==> src/rtl/arb_pkg.sv <==
// Shared types and defaults for the round-robin grant arbiter.
package arb_pkg;

   typedef enum logic {
      IDLE  = 1'b0,
      GRANT = 1'b1
   } state_t;

   localparam int N_REQ_DEF    = 4;
   localparam int MAX_HOLD_DEF = 16;

endpackage

==> src/rtl/rr_pick.sv <==
// Rotating-priority picker: first set req bit at or after ptr, wrapping.
module rr_pick #(
   parameter int N  = 4,
   parameter int IW = $clog2(N)
) (
   input  logic [N-1:0]  req,
   input  logic [IW-1:0] ptr,
   output logic          valid,
   output logic [IW-1:0] idx
);

   always_comb begin
      int j;
      valid = 1'b0;
      idx   = '0;
      for (int i = 0; i < N; i++) begin
         j = int'(ptr) + i;
         if (j >= N) j = j - N;
         if (!valid && req[j]) begin
            valid = 1'b1;
            idx   = IW'(j);
         end
      end
   end

endmodule

==> src/rtl/rr_grant_arbiter.sv <==
// Round-robin arbiter with registered one-hot grant and bounded hold time.
module rr_grant_arbiter
   import arb_pkg::*;
#(
   parameter int N_REQ    = N_REQ_DEF,
   parameter int MAX_HOLD = MAX_HOLD_DEF
) (
   input  logic                     clk,
   input  logic                     rst,
   input  logic [N_REQ-1:0]         req,
   output logic [N_REQ-1:0]         gnt,
   output logic [$clog2(N_REQ)-1:0] gnt_id,
   output logic                     busy,
   output logic                     timeout
);

   localparam int IW = $clog2(N_REQ);
   localparam int HW = $clog2(MAX_HOLD);

   state_t            state, state_n;
   logic [N_REQ-1:0]  gnt_n;
   logic [IW-1:0]     id_n;
   logic [IW-1:0]     rr_ptr, ptr_n;
   logic [HW-1:0]     hold_cnt, hold_n;
   logic              to_n;
   logic              pick_valid;
   logic [IW-1:0]     pick_idx;
   logic [IW-1:0]     next_owner;

   rr_pick #(
      .N  (N_REQ),
      .IW (IW)
   ) u_pick (
      .req   (req),
      .ptr   (rr_ptr),
      .valid (pick_valid),
      .idx   (pick_idx)
   );

   assign next_owner = (gnt_id == IW'(N_REQ - 1)) ? '0 : gnt_id + 1'b1;
   assign busy       = |gnt;

   always_ff @(posedge clk) begin
      if (rst) begin
         state    <= IDLE;
         gnt      <= '0;
         gnt_id   <= '0;
         rr_ptr   <= '0;
         hold_cnt <= '0;
         timeout  <= 1'b0;
      end else begin
         state    <= state_n;
         gnt      <= gnt_n;
         gnt_id   <= id_n;
         rr_ptr   <= ptr_n;
         hold_cnt <= hold_n;
         timeout  <= to_n;
      end
   end

   always_comb begin
      state_n = state;
      gnt_n   = gnt;
      id_n    = gnt_id;
      ptr_n   = rr_ptr;
      hold_n  = hold_cnt;
      to_n    = 1'b0;
      unique case (state)
         IDLE: begin
            if (pick_valid) begin
               state_n = GRANT;
               gnt_n   = N_REQ'(1) << pick_idx;
               id_n    = pick_idx;
               hold_n  = '0;
            end
         end
         GRANT: begin
            // Owner drop and hold expiry share one release path.
            if (!req[gnt_id] || hold_cnt == HW'(MAX_HOLD - 1)) begin
               state_n = IDLE;
               gnt_n   = '0;
               id_n    = '0;
               hold_n  = '0;
               ptr_n   = next_owner;
               to_n    = req[gnt_id];
            end else begin
               hold_n = hold_cnt + 1'b1;
            end
         end
         default: state_n = IDLE;
      endcase
   end

   a_onehot: assert property (@(posedge clk) $onehot0(gnt));
   a_busy:   assert property (@(posedge clk) busy == (|gnt));
   a_rose:   assert property (@(posedge clk) disable iff (rst)
                $rose(busy) |-> $past(|req));
   a_to:     assert property (@(posedge clk) disable iff (rst)
                timeout |-> $fell(busy));

endmodule

==> config.mk <==
export PLATFORM = sky130hd
export DESIGN_NAME = rr_grant_arbiter
export DESIGN_NICKNAME = d
export VERILOG_FILES = /design/src/rtl/arb_pkg.sv /design/src/rtl/rr_pick.sv /design/src/rtl/rr_grant_arbiter.sv
export SDC_FILE = /design/constraint.sdc
export NUM_CORES = 1
export LEC_CHECK = 0
export ABC_AREA = 1
export ABC_CLOCK_PERIOD_IN_PS = 2300
export CORE_MARGIN = 3
export CORE_UTILIZATION = 49
export CTS_CLUSTER_SIZE = 12
export DETAILED_ROUTE_END_ITERATION = 6
export PLACE_DENSITY = 0.76
export SYNTH_ARGS = -nofsm -noshare
export SYNTH_HDL_FRONTEND = slang
export SYNTH_SLANG_ARGS = --single-unit
export TNS_END_PERCENT = 5
==> constraint.sdc <==
create_clock -name clk -period 2.3 [get_ports clk]
set_input_delay 0.575 -clock clk [delete_from_list [all_inputs] [get_ports clk]]
set_output_delay 0.575 -clock clk [all_outputs]
set_load 0.02 [all_outputs]
==> flow_metrics.py <==
metrics = {
    "run_status": {
        "status": "complete, no violations",
    },
    "die": {
        "rows": 15,
        "fp.dieH_um": 50.3,
        "io_pins": 14,
        "start_util_pct": 53.8,
        "die_area_um2": 2530,
        "die_w_um": 50.3,
        "coreArea_um2": 1780,
    },
    "synth": {
        "yosysSeqAreaShare_pct": 29.2,
        "synth.avg_cell_area_um2": 6.62,
        "synth_top_family_by_area": "simple AND/OR/NAND/NOR gates",
        "synthMuxAreaShare_pct": 0,
        "ys_ff_latch": 14,
        "syn_inst": 145,
        "synth_compound_area_share_pct": 10.2,
        "synth_xor_area_share_pct": 0.913,
        "synth_fa_ha_area_share_pct": 2.61,
        "synth_area_um2": 960,
        "synth_cell_types": 24,
        "synthSimpleGateAreaFrac_pct": 49.2,
        "ys_warn_count": 0,
        "syn_nets": 153,
    },
    "layout": {
        "syn_to_final_growth_pct": 19.3,
        "n_antenna_cell": 0,
        "multi_input_area_um2": 603,
        "nets": 169,
        "regArea_um2": 280,
        "drive_above_1_share_pct": 15.6,
        "finish.instance_area_um2": 1140,
        "fillerInstances": 152,
        "fin_cells": 185,
    },
    "worst_setup_path": {
        "reg2regPathDepth": 11,
        "cp.arrival_ns": 1.43,
        "critPathLaunch": "gnt_id[0]",
        "end_kind": "output port",
        "reg2reg_to": "gnt[3]",
        "required_ns": 1.73,
        "worstSetupStartpointType": "flip-flop",
        "rrSetupSlack_ns": 0.56,
        "crit_chain": "clkdlybuf4s50_1",
        "cp_max_fo": 8,
        "cp_top_family": "buffers and inverters",
        "cp.depth": 1,
        "timing.rr.start": "rr_ptr[0]",
        "cp_slowest_cell": "clkdlybuf4s50_1",
        "path_class": "flip-flop to output port",
        "cp_num_buf_inv": 1,
        "cp_slowest_stage_delay_ns": 0.66,
        "crit_path_end": "gnt_id[0]",
    },
    "global_route": {
        "grt_pass1_wl_um": 3500,
        "grt_max_degree": 12,
        "grt_use_total_pct": 17.7,
        "globalRouteOverflowTotal": 0,
        "grt_pass1_vias": 823,
        "antenna_found_initial": 0,
    },
    "placement": {
        "io_buffers": 13,
        "dp_hpwl_um": 1660,
        "dp_cells": 181,
        "placed_area_um2": 1110,
        "dp_slack_ns": 0.0486,
        "routabilityCongestion": 0.830,
    },
    "min_path": {
        "hold_path_depth": 1,
        "hold_class": "flip-flop to flip-flop",
    },
    "cts": {
        "clkSlewWorstSetupHoldPaths_ns": 0.09,
        "cts_buffers": 3,
        "cts-root-buf": "clkbuf_4",
        "cts_tree": "built",
        "cts_htree_levels": 1,
        "clk_latency_ns": 0.28,
        "post_cts.repair.setup_buffers": 0,
        "cts_buffer_depth": 2,
        "hold_buffers": 0,
        "post_cts_resized": 0,
        "clock-sinks": 14,
    },
    "timing": {
        "clock-skew-final_ns": 0.00446,
        "min_period_ns": 2.01,
        "grt_setup_unrepaired": "false",
        "hold_viol": 0,
        "final.setup.tns_ns": 0,
        "worst_slack_ns": 0.295,
        "worst_pin_slew_ns": 0.382,
        "slew_violations": 0,
        "setup-violations-final": 0,
        "relSlewSlack_pct": 74.5,
        "clock.fmax_mhz": 499,
        "finalCritPeriodShare_pct": 87.2,
    },
    "run": {
        "drv_cap": 0,
    },
    "route": {
        "wl_um": 2100,
        "routed_via_density": 5.06,
        "routedWlPerCell_um": 11.3,
        "dr.pass1.iters": 4,
        "vias": 936,
        "dr.first_iter.drc_count": 25,
        "drc": 0,
        "antenna_left": 0,
    },
    "pwr": {
        "power_uw": 1590,
        "seq_power_share_pct": 25.1,
        "leakage_uw": 0.000547,
        "p_sw_uw": 797,
        "powerDensity_nw_per_um2": 1390,
        "power.internal_uw": 796,
        "peakVddDrop_mv": 0.756,
        "switching_share_pct": 50.0,
        "clock_power_share_pct": 11.0,
        "power_frac_comb_pct": 63.8,
    },
}
[cell usage after synthesis]
cell / n / area, µm²
nand2_1: 44 / 165
nand3_1: 16 / 80.1
dfxtp_1: 14 / 280
inv_1: 13 / 48.8
nor2_1: 12 / 45.0
a21oi_1: 11 / 55.1
nand2_2: 6 / 37.5
o21ai_0: 5 / 25.0
nand2_4: 4 / 45.0
nor2_2: 3 / 18.8
ha_1: 2 / 25.0
inv_2: 2 / 7.51
nand3_2: 2 / 20.0
and2_1: 1 / 6.26
buf_2: 1 / 5.00
buf_6: 1 / 11.3
clkbuf_1: 1 / 3.75
nand3b_1: 1 / 7.51
nand3b_4: 1 / 20.0
nand4_1: 1 / 6.26
nor2_8: 1 / 20.0
o21ai_2: 1 / 8.76
o41ai_1: 1 / 8.76
xnor2_1: 1 / 8.76
[cell families after synthesis]
group / Yosys count
AOI/OAI and AO/OA: 18
xor gates and xnor gates: 1
adders and majority gates: 2
buffers and inverters: 18
DFF: 14
and+or+nand+nor: 92
[cells in the final DEF (no fill, tap or decap), drive strengths merged, types with 2 or more instances in the layout]
cell type	count
nand2	54
nand3	18
nor2	16
inv	15
dfxtp	14
clkdlybuf4s50	13
a21oi	11
o21ai	6
clkbuf	4
ha	2
nand3b	2
[power groups by stage]
| stage | Sequential, µW | Combinational (µW) | Clock (µW) |
|---|---|---|---|
| floorplan | 422 | 747 | 0 |
| global placement | 399 | 981 | 0 |
| detailed placement | 404 | 1000 | 0 |
| CTS | 400 | 1010 | 176 |
| global route | 414 | 1120 | 190 |
| finish | 400 | 1020 | 176 |
[stage by stage]
stage	utilization, %	hold WS, ns
after floorplan	-	0.454
after global placement	62.2	0.477
after detailed placement	62.2	0.477
after CTS	64.2	0.500
after global routing	64.2	0.524
final	64.2	0.500
[layer usage]
layer  global-route usage, %  routed length, µm  up-vias
met5                       0                  0        -
met4                    2.76                 17        0
met3                    3.56                 44        4
met2                    33.0               1080       10
met1                    20.8                950      425
li1                        -                  -      497
[layout make-up]
type,instances,share of cell area (%)
Multi-Input combinational cell,113,52.7
Inverter,15,4.92
Tap cell,25,2.73
Clock buffer,4,3.17
Timing Repair Buffer,14,12.0
Sequential cell,14,24.5
[worst min-delay path by stage]
stage | startpoint | to
after detailed placement | hold_cnt[0] | hold_cnt[0]
after floorplan | hold_cnt[0] | hold_cnt[0]
final | hold_cnt[0] | hold_cnt[0]
after global placement | hold_cnt[1] | hold_cnt[1]
after CTS | hold_cnt[0] | hold_cnt[0]
after global routing | hold_cnt[1] | hold_cnt[1]
[registers in the layout, indices dropped and copies added (netlist names)]
signal	count
gnt	4
hold_cnt	4
gnt_id	2
rr_ptr	2
state	1
timeout	1
Power figures use the tool's default switching activity.
